## src/rtl/kypad_if.sv

```systemverilog
// kypad_if: keypad pin and key-event bundle between the scanner and its consumers.
interface kypad_if #(
  parameter int NUM_COLS = 4,
  parameter int NUM_ROWS = 4
);
  localparam int KW = $clog2(NUM_COLS * NUM_ROWS);
  logic [NUM_COLS-1:0] col;
  logic [NUM_ROWS-1:0] row;
  logic [KW-1:0]       key_code;
  logic                key_valid;
  logic                key_press;
  logic                key_release;
  logic                multi_key;
  modport master (output col, key_code, key_valid, key_press, key_release, multi_key, input row);
  modport slave  (input col, key_code, key_valid, key_press, key_release, multi_key, output row);
endinterface

```

## src/rtl/kypad_scanner.sv

```systemverilog
// kypad_scanner: matrix keypad scanner with frame debounce, press/release events and ghost rejection.
module kypad_scanner #(
  parameter int NUM_COLS       = 4,
  parameter int NUM_ROWS       = 4,
  parameter int COL_PERIOD     = 100000,
  parameter int SETTLE_CYCLES  = 8,
  parameter int DEBOUNCE_SCANS = 3,
  parameter int HEX_MAP        = 1
) (
  input logic   clk,
  input logic   rst_n,
  kypad_if.master kp
);
  localparam int KW   = $clog2(NUM_COLS * NUM_ROWS);
  localparam int CNTW = $clog2(COL_PERIOD);
  localparam int CW   = $clog2(NUM_COLS);
  localparam int SW   = $clog2(DEBOUNCE_SCANS + 1);
  localparam logic [0:0] IDLE = 1'b0, HELD = 1'b1;
  localparam logic [1:0] R_NONE = 2'd0, R_ONE = 2'd1, R_MULTI = 2'd2;
  // Legend nibbles indexed by raw code c*4+r, raw code 0 in the low nibble.
  localparam logic [63:0] LEGEND = 64'hDCBA_E963_F852_0741;

  logic [CNTW-1:0]     cnt;
  logic [CW-1:0]       ci, ci_nxt;
  logic [NUM_ROWS-1:0] r1, r2;
  logic [1:0]          acc_n, col_n, tot_n, prev_kind;
  logic [KW-1:0]       acc_code, col_code, res_code, prev_code;
  logic [SW-1:0]       stab, stab_nxt;
  logic [0:0]          state;
  logic                wrap, samp, last, match, commit;

  function automatic logic [KW-1:0] key_map(input logic [CW-1:0] c, input int r);
    int raw;
    logic [3:0] hx;
    raw = int'(c) * NUM_ROWS + r;
    hx  = LEGEND[(raw % 16) * 4 +: 4];
    return HEX_MAP != 0 ? KW'(hx) : KW'(raw);
  endfunction

  always_comb begin
    wrap     = cnt == CNTW'(COL_PERIOD - 1);
    ci_nxt   = wrap ? (ci == CW'(NUM_COLS - 1) ? '0 : ci + 1'b1) : ci;
    samp     = cnt == CNTW'(SETTLE_CYCLES);
    last     = ci == CW'(NUM_COLS - 1);
    col_n    = '0;
    col_code = '0;
    for (int r = 0; r < NUM_ROWS; r++)
      if (!r2[NUM_ROWS-1-r]) begin
        col_n    = col_n == 2'd0 ? 2'd1 : 2'd2;
        col_code = key_map(ci, r);
      end
    tot_n    = acc_n == R_NONE ? col_n : (col_n == R_NONE ? acc_n : R_MULTI);
    res_code = tot_n == R_ONE ? (col_n != R_NONE ? col_code : acc_code) : '0;
    match    = {tot_n, res_code} == {prev_kind, prev_code};
    stab_nxt = !match ? SW'(1) : (stab == SW'(DEBOUNCE_SCANS) ? stab : stab + 1'b1);
    commit   = samp && last && stab_nxt == SW'(DEBOUNCE_SCANS) && (!match || stab != SW'(DEBOUNCE_SCANS));
  end

  always_ff @(posedge clk or negedge rst_n)
    if (!rst_n) begin
      cnt            <= '0;
      ci             <= '0;
      r1             <= '1;
      r2             <= '1;
      acc_n          <= R_NONE;
      acc_code       <= '0;
      prev_kind      <= R_NONE;
      prev_code      <= '0;
      stab           <= '0;
      state          <= IDLE;
      kp.col         <= '1;
      kp.key_code    <= '0;
      kp.key_valid   <= 1'b0;
      kp.key_press   <= 1'b0;
      kp.key_release <= 1'b0;
      kp.multi_key   <= 1'b0;
    end else begin
      cnt            <= wrap ? '0 : cnt + 1'b1;
      ci             <= ci_nxt;
      kp.col         <= ~(NUM_COLS'(1) << (NUM_COLS - 1 - int'(ci_nxt)));
      r1             <= kp.row;
      r2             <= r1;
      kp.key_press   <= 1'b0;
      kp.key_release <= 1'b0;
      if (samp) begin
        acc_n    <= last ? R_NONE : tot_n;
        acc_code <= last ? '0 : res_code;
      end
      if (samp && last) begin
        prev_kind <= tot_n;
        prev_code <= res_code;
        stab      <= stab_nxt;
      end
      if (commit) begin
        if (tot_n == R_MULTI) kp.multi_key <= 1'b1;
        else if (tot_n == R_ONE) begin
          if (state == IDLE || res_code != kp.key_code) begin
            state        <= HELD;
            kp.key_code  <= res_code;
            kp.key_valid <= 1'b1;
            kp.key_press <= 1'b1;
            kp.multi_key <= 1'b0;
          end
        end else begin
          kp.multi_key <= 1'b0;
          if (state == HELD) begin
            state          <= IDLE;
            kp.key_valid   <= 1'b0;
            kp.key_release <= 1'b1;
          end
        end
      end
    end
endmodule

```

## src/flat_wrapper.sv

```systemverilog
// flat-port wrapper written by rule: the top's interface ports become plain ports
module kypad_scanner_flat 
#(
  parameter int NUM_COLS       = 4,
  parameter int NUM_ROWS       = 4,
  parameter int COL_PERIOD     = 100000,
  parameter int SETTLE_CYCLES  = 8,
  parameter int DEBOUNCE_SCANS = 3,
  parameter int HEX_MAP        = 1
)
  (clk, rst_n, kp_col, kp_key_code, kp_key_valid, kp_key_press, kp_key_release, kp_multi_key, kp_row);
  kypad_if #(.NUM_COLS(NUM_COLS), .NUM_ROWS(NUM_ROWS)) kp_i ();
  input logic clk;
  input logic rst_n;
  output wire logic [$bits(kp_i.col)-1:0] kp_col;
  output wire logic [$bits(kp_i.key_code)-1:0] kp_key_code;
  output wire logic [$bits(kp_i.key_valid)-1:0] kp_key_valid;
  output wire logic [$bits(kp_i.key_press)-1:0] kp_key_press;
  output wire logic [$bits(kp_i.key_release)-1:0] kp_key_release;
  output wire logic [$bits(kp_i.multi_key)-1:0] kp_multi_key;
  input wire logic [$bits(kp_i.row)-1:0] kp_row;
  assign kp_col = kp_i.col;
  assign kp_key_code = kp_i.key_code;
  assign kp_key_valid = kp_i.key_valid;
  assign kp_key_press = kp_i.key_press;
  assign kp_key_release = kp_i.key_release;
  assign kp_multi_key = kp_i.multi_key;
  assign kp_i.row = kp_row;
  kypad_scanner #(.NUM_COLS(NUM_COLS), .NUM_ROWS(NUM_ROWS), .COL_PERIOD(COL_PERIOD), .SETTLE_CYCLES(SETTLE_CYCLES), .DEBOUNCE_SCANS(DEBOUNCE_SCANS), .HEX_MAP(HEX_MAP)) u_core (.clk(clk), .rst_n(rst_n), .kp(kp_i));
endmodule
```

## config.mk

```make
export PLATFORM = sky130hd
export DESIGN_NAME = kypad_scanner_flat
export DESIGN_NICKNAME = d
export VERILOG_FILES = /design/src/rtl/kypad_if.sv /design/src/rtl/kypad_scanner.sv /design/src/flat_wrapper.sv
export SDC_FILE = /design/constraint.sdc
export NUM_CORES = 1
export LEC_CHECK = 0
export CAP_MARGIN = 10
export CORE_MARGIN = 10
export CORE_UTILIZATION = 34
export DETAILED_ROUTE_END_ITERATION = 10
export GPL_ROUTABILITY_DRIVEN = 0
export MAX_ROUTING_LAYER = met4
export SKIP_LAST_GASP = 1
export SYNTH_ARGS = -nofsm -noshare
export SYNTH_HDL_FRONTEND = slang
export SYNTH_SLANG_ARGS = --single-unit
```

## constraint.sdc

```tcl
create_clock -name clk -period 5.1 [get_ports clk]
set_input_delay 0.765 -clock clk [delete_from_list [all_inputs] [get_ports clk]]
set_output_delay 0.765 -clock clk [all_outputs]
set_load 0.01 [all_outputs]
```

==> metrics list, run 1 <==
- Sequential area share after synthesis: 47.0%
- Clock Skews: 0.00558 ns
- At the end of the flow, the number of nets in the layout was 326.
* Class of the most critical setup path: reg2reg
* Number of max-capacitance violations reported: 0
* Synthesized net count: approximately 310
- Number of remaining DRC errors: 0
- Hold-fix buffers at CTS: 0
* WL per Instance: 13.8 um
* Instance count after placement with tap cells included: between 400 and 500
* Relative max-transition margin: between 50% and 60%
- Starting density of the core: 35.2%
- The clock passes through at most 2 buffers.
* Number of standard-cell rows in the floorplan: 33
* Tmin final: between 3 and 4 ns
- Start point of the critical path: u_core.r2[2]
- Violation count after the first detailed-route iteration: 73
- Via count of the first global-routing pass: 2080
- TNS Setup: 0 ns
* Cell-by-cell listing of the critical path: inv_1, ha_1, nor4b_2, nor3_2, o31a_2, or4_1, o211a_1, nand4b_4, a211oi_2, mux2_1
- Post-cts repair resize count: 0
- The Yosys step of the flow raised 0 warnings.
- R2R Path End: u_core.kp.multi_key
* Multi-input gate area: approximately 1500 sq um
- Remaining number of nets flagged by the antenna check after routing: 0
* H-Tree Level Count: 2
- The synthesized netlist occupies a cell area of 2900 sq um.
- Hold violation count in the final report: 0
- Termination of the worst setup path: u_core.kp.multi_key
- The routed layout has 2150 vias.
- Number of buffers inserted by port buffering: 17
* Clock slew at reported path FFs: 0.10 ns
- Measured slew at the worst slew-check pin: 0.671 ns
* HPWL Detailed: between 4 and 5 mm
- Synthesis inferred 54 register bits.
- The slowest stage of the critical path belongs to the cell dfstp_2.
- Entering global routing, the biggest net connects 55 pins.
- Pins Over Slew Limit: 0
- In this run the number of cells on the critical path is 10.
- For this design the top-level I/O count stands at 18.
- Setup violations remaining at the end of the flow were counted as 0.
- The later pin in the worst-skew pair is clocked with a latency of 0.30 ns.
* Leakage: 0.00135 uW
- A synthesized cell averages 10.0 sq um.
* Worst vdd rail ir drop: 0.000110 V
- The synthesized design contains 0 enable-type register cells.
* Total wirelength of the detailed-routed design: 5.73 mm
- Synthesis produced a netlist whose cell count is 290.
* Element type at the critical path end: register
- The first global-routing pass estimated 9.94 mm of wire.
- Worst setup slack for register-to-register paths: around 1.2 ns
- Data on the critical path arrives at its endpoint at 4.08 ns.
- The region available for standard cell placement spans 8260 sq um.
- In this run the worst hold path is classified as reg2reg.
- Number of detailed-route iterations in the first pass: 4
* Fraction of synthesis flops using an asynchronous set or reset pin: 100%
* Unrepaired setup endpoints after global routing: no
- Number of antenna violations at the first check in global routing: 0
* Critical Path Fanout Max: 8
- Post-route clock period utilization: 76.1%
* Gr usage total: under 10%
- The finished layout holds about 420 standard cells, fillers aside.
- Fraction of layout instances using a drive strength above 1: 11.9%
* Die Outline Area: 12600 sq um
* Most instantiated flip-flop cell in the synthesis netlist: dfrtp_1
- Maximum frequency from static timing analysis: 258 MHz
* Status: finished clean
* Startpoint of the most critical register-to-register path: u_core.r2[2]
* Number of vias per cell after detailed routing: ~5.2
- The die is 112 um tall.
- Yosys mapped the design onto 55 distinct sky130hd cell types.
- For the worst setup path, the data required time is 5.30 ns.
* Total grt overflow: 0
- TritonCTS built the clock tree.
- 0 antenna diodes ended up in the layout.
- The number of clock buffers added by TritonCTS is 5.
- CP Launch Type: register
- Number of inserted filler cells in the final layout: roughly 850
- Power Dens Cells: roughly 220 nW/um^2
- Number of cells on the worst hold path: 0
- Number of clock sinks: 54
* Area growth from synthesis to final layout: 12.9%
- CTS placed an instance of clkbuf_8 at the clock tree root.
* Worst Path Buf+Inv: 1
- The sequential cells in the finished layout cover a total of around 1400 sq um.
- Die width: 112 um
* Family of cells with the greatest summed delay on the critical path: simple AND/OR/NAND/NOR gates
- For this run, the slowest stage of the critical path takes 0.60 ns.
- Number of cells traversed by the worst register-to-register path: 10
- Number of buffers added for setup after CTS: 0
[cells in the mapped netlist (all sizes together) (2+ instances only)]
library cell,n,area (sq um)
o22ai,2,12.5
nand2,35,131
mux2,5,56.3
o31a,2,18.8
or3b,2,17.5
o32a,2,20.0
xnor2,12,105
ha,10,125
or4,5,45.0
dfrtp,42,1050
nor2b,5,31.3
nor2,18,67.6
nand3b,2,15.0
inv,17,63.8
o21ai,14,70.1
o211ai,2,15.0
or3,5,31.3
nand2b,7,43.8
a21boi,2,15.0
xor2,9,78.8
nor4,11,96.3
a21oi,5,25.0
mux2i,2,20.0
and3,4,25.0
clkbuf,6,22.5
nand4,4,25.0
nand3,12,60.1
nor4b,2,23.8
o311a,2,20.0
o31ai,5,37.5
a31oi,4,25.0
nor3,8,45.0
dfstp,12,315
a211oi,2,20.0
[cell families (layout without fill, tap and decap cells)]
kind of cell | count (synthesis) | in the layout | synth area share (%)
AOI/OAI and AO/OA | 49 | 49 | 11.7
adders and majority gates | 10 | 10 | 4.31
and+or+nand+nor | 126 | 126 | 25.0
DFF | 54 | 54 | 47.0
xor gates and xnor gates | 21 | 21 | 6.33
buffers and inverters | 23 | 44 | 2.97
muxes | 7 | 7 | 2.63
[worst min path at each step]
stage | startpoint | to
2_1_floorplan | u_core.r1[0] | u_core.r2[0]
3_3_place_gp | u_core.r1[1] | u_core.r2[1]
3_5_place_dp | u_core.r1[0] | u_core.r2[0]
4_1_cts | u_core.r1[0] | u_core.r2[0]
5_1_grt | u_core.r1[0] | u_core.r2[0]
6_report | u_core.r1[0] | u_core.r2[0]
[where the power goes]
| part | internal (uW) | leakage, uW | switching, uW |
|---|---|---|---|
| registers | 436 | 0.000694 | 9.06 |
| logic | 21.1 | 0.000611 | 36.4 |
| clock network | 97.3 | 0.0000452 | 137 |
[metrics by stage]
stage	util (%)	worst slack, ns	hold slack (ns)	power, uW	instance area (sq um)
floorplan	-	1.54	0.345	488	2900
global placement	38.7	1.37	0.346	511	3190
detailed placement	38.7	1.25	0.347	512	3190
CTS	39.7	1.21	0.362	752	3280
global route	39.7	0.980	0.368	778	3280
finish	39.7	1.22	0.360	738	3280
[cell type report]
class / instances / share of cell area [%]
clock buffers: 6 / 2.21
clock inverters: 2 / 0.420
inverters: 17 / 1.95
multi-input cells: 213 / 44.3
flip-flops and latches: 54 / 41.7
well taps: 105 / 4.01
repair buffers: 19 / 5.49
[cell usage in the layout (no fill, tap or decap), drive strengths merged, types with 3 or more instances in the layout]
cell and n:
a21oi 5, a31oi 4, and3 4, buf 3, clkbuf 6, clkdlybuf4s50 16
dfrtp 42, dfstp 12, ha 10, inv 17, mux2 5, nand2 35
nand2b 7, nand3 12, nand4 4, nor2 18, nor2b 5, nor3 8
nor4 11, o21ai 14, o31ai 5, or3 5, or4 5, xnor2 12
xor2 9
[metal layers]
layer | vias to the layer above | share of wire, % | wire length, um | global-route usage [%]
met2 | 55 | 44 | 2500 | 13.8
li1 | 1073 | - | - | -
met3 | 4 | 6.1 | 349 | 2.45
met1 | 1018 | 49 | 2830 | 12.7
met4 | 0 | 0.66 | 38 | 2.54
met5 | - | 0 | 0 | -
[worst reg2reg max path: cells and delay by family (launching register included)]
family / cells / cell delay (ns)
and+or+nand+nor: 4 / 1.42
AOI/OAI and AO/OA: 3 / 1.01
DFF: 1 / 0.60
adders and majority gates: 1 / 0.35
muxes: 1 / 0.35
buffers and inverters: 1 / 0.06
[state kept, by name, summed over array words and instances, names as in the netlist, 2 cells and up]
name and flops:
u_core.ci 2, u_core.kp.col 4, u_core.r2 4, u_core.acc_code 4
u_core.prev_kind 2, u_core.cnt 17, u_core.acc_n 2, u_core.prev_code 4
u_core.r1 4, u_core.stab 2, u_core.kp.key_code 4
Note: power is estimated with default switching activity, not from simulation.
==> run 2, diff against run 1 <==
==> constraint.sdc (replaced) <==
create_clock -name clk -period 3.65 [get_ports clk]
set_input_delay 0.5475 -clock clk [delete_from_list [all_inputs] [get_ports clk]]
set_output_delay 0.5475 -clock clk [all_outputs]
set_load 0.01 [all_outputs]
==> metrics list, run 2 (same netlist as run 1, synthesis figures left out) <==
- The run finished with clean final reports.
* Min-delay worst type: in2async
* Class of the most critical setup path: reg2reg
* Power Dens Cells: 324 nW/um^2 (+44%)
* Gr usage total: 9.99% (+0.53 points)
- Worst path setup slack after routing: 0.0750 ns (-1.14 ns)
- The worst setup path is launched from a register.
- Core area: 8260 sq um (unchanged)
* I/O pin cnt: 18 (unchanged)
- Measured slew at the worst slew-check pin: 0.839 ns (+0.169 ns)
- Critical path data required time: 3.85 ns (-1.45 ns)
- The total power of the final layout came to 1140 uW (+55%).
* Number of clock buffers inserted by TritonCTS: 5 (unchanged)
- The average detailed-routed wire length per instance is 13.9 um (+0.91%).
- The count of buffer and inverter cells on the critical path came to 1 (unchanged).
* Number of remaining DRC errors: 0 (unchanged)
* Number of standard-cell rows in the floorplan: 33 (unchanged)
- Number of antenna violations at the first check in global routing: 0 (unchanged)
- Vias after detailed routing: 2212 (+2.9%)
* H-Tree Level Count: 2 (unchanged)
* Total wirelength of the detailed-routed design: 6.04 mm (+5.5%)
- Fraction of layout instances using a drive strength above 1: 20.6% (+8.7 points)
* Most frequent cells in the layout: dfrtp_1 (42), nand2_1 (35), buf_4 (21), nor2_1 (18), clkdlybuf4s50_1 (16)
- Global-route wire length before repair: 10.5 mm (+6.0%)
* Hold-fix buffers at CTS: 0 (unchanged)
* Area growth from synthesis to final layout: 21.5%
- The highest cell delay on the worst timing path came to 0.59 ns (about the same).
* Clock Skews: 0.00634 ns (+0.000762 ns)
- The number of buffers on the longest clock path was 2 (unchanged).
* Multi-input gate area: 1530 sq um (+5.2%)
- The summed negative setup slack over all endpoints was 0 ns (unchanged).
- The worst setup path is captured at a register.
* Via count of the first global-routing pass: 2181 (+4.9%)
- Vertical die dimension: 112 um (unchanged)
- The static leakage came to 0.00146 uW (+7.9%).
- The flip-flop count of the largest register, all copies and words added was 17 (unchanged).
* Antenna Diode Count: 0 (unchanged)
- The number of nets in the final layout was 345 (+5.8%).
* Number of buffers inserted by port buffering: 17 (unchanged)
- Die width: 112 um (unchanged)
- Setup repair after global routing could not meet its margin everywhere.
- Post-route clock period utilization: 97.9% (+22 points)
- Number of inserted filler cells in the final layout: 829 (-2.0%)
* Clock tree from TritonCTS: built
- The max-cap violation count was 0 (unchanged).
* Maximum number of pins on one net before global-route repair: 38 (-31%)
* Cell with the biggest individual delay on the critical path: dfstp_2
- Family of cells with the greatest summed delay on the critical path: simple AND/OR/NAND/NOR gates
* Violation count after the first detailed-route iteration: 128 (+75%)
- Die Outline Area: 12600 sq um (unchanged)
- Worst Path Arrival: 3.78 ns (-0.30 ns)
- Number of vias per cell after detailed routing: 5.09 (-1.6%)
- The share of the core filled with cells in the final layout is 42.7% (+3.0 points).
* Register containing the most flip-flops in the final layout: u_core.cnt
- The global route total overflow came to 0 (unchanged).
- Tmin final: 3.57 ns (-0.306 ns)
- Traced cell by cell, the critical path runs through inv_2, ha_4, nor4b_4, or4_4, o311a_1, or4_1, o211a_1, nand4b_4, nor4_4, mux2_4.
- The final cell count without fillers came to 435 (+4.6%).
- The placed instance count is 421 (+3.2%).
- Critical Path Fanout Max: 5 (-3)
- The final number of max-transition violations came to 0 (unchanged).
- Storage element area: 1370 sq um (unchanged)
* Starting density of the core: 35.2% (unchanged)
* Number of clock sinks: 54 (unchanged)
- Clock slew at reported path FFs: 0.10 ns (about the same)
- Remaining number of nets flagged by the antenna check after routing: 0 (unchanged)
- The relative slew slack came to 44.0% (-11 points).
- The worst-case setup slack after placement is -0.0294 ns (-1.28 ns).
* Buffer cell driving the clock tree root: clkbuf_8
- Worst vdd rail ir drop: 0.000249 V (+130%)
- Hold violation count in the final report: 0 (unchanged)
* Number of detailed-route iterations in the first pass: 4 (unchanged)
- Count of final setup violators: 0 (unchanged)
- The timing-limited maximum frequency was 280 MHz (+8.6%).
* Source-to-sink clock delay at the later pin of the worst-skew pair: 0.31 ns (about the same)
- HPWL Detailed: 4.61 mm (+9.0%)
- Most frequent standard cell in the layout excluding fill and tap cells: dfrtp_1
run 2: worst paths after layout:
| path | start | endpoint | slack, ns | depth (start not counted) |
|---|---|---|---|---|
| worst max-delay path | u_core.r2[3] | u_core.kp.key_code[1] | 0.08 | 10 |
| worst min-delay path | rst_n | u_core.kp.key_code[3] | 0.32 | 1 |
| worst max register to register | u_core.r2[3] | u_core.kp.key_code[1] | 0.08 | 10 |
| worst min register to register | u_core.r1[0] | u_core.r2[0] | 0.36 | 0 |
| max in group asynchronous | rst_n | u_core.kp.col[1] | 2.52 | 2 |
| min in group clk | u_core.r1[0] | u_core.r2[0] | 0.36 | 0 |
run 2: per-layer routing:
layer | up-vias | track usage (%) | part of all wire, %
li1 | 1110 | - | -
met1 | 1045 | 13.6 | 48
met2 | 50 | 14.4 | 45
met3 | 7 | 2.40 | 5.2
met4 | 0 | 2.62 | 1.0
met5 | - | - | 0
run 2: area by class of cell:
type                            instances  area share, %
Clock buffer                            5           1.95
Clock inverter                          3           1.38
Inverter                               17           1.81
Multi-Input combinational cell        213           43.3
Sequential cell                        54           38.7
Tap cell                              105           3.72
Timing Repair Buffer                   38           9.15
run 2: per-stage QoR:
stage                     hold WS, ns  area [sq um]
after floorplan                 0.252          2900
after global placement          0.346          3290
after detailed placement        0.347          3290
after CTS                       0.361          3420
after global routing            0.367          3530
final                           0.320          3530
run 2: what timing repair did:
action                                  CTS  global route
pin swaps                                 0             6
buffers inserted                          0             6
endpoints found under the setup margin    5             7
gates resized for setup                   1            14
run 2: report_power, final:
part | leakage [uW] | internal (uW) | switching (uW)
clock network | 0.0000563 | 209 | 210
logic | 0.000706 | 43.3 | 57.1
registers | 0.000694 | 610 | 12.7
total | 0.00146 | 862 | 280
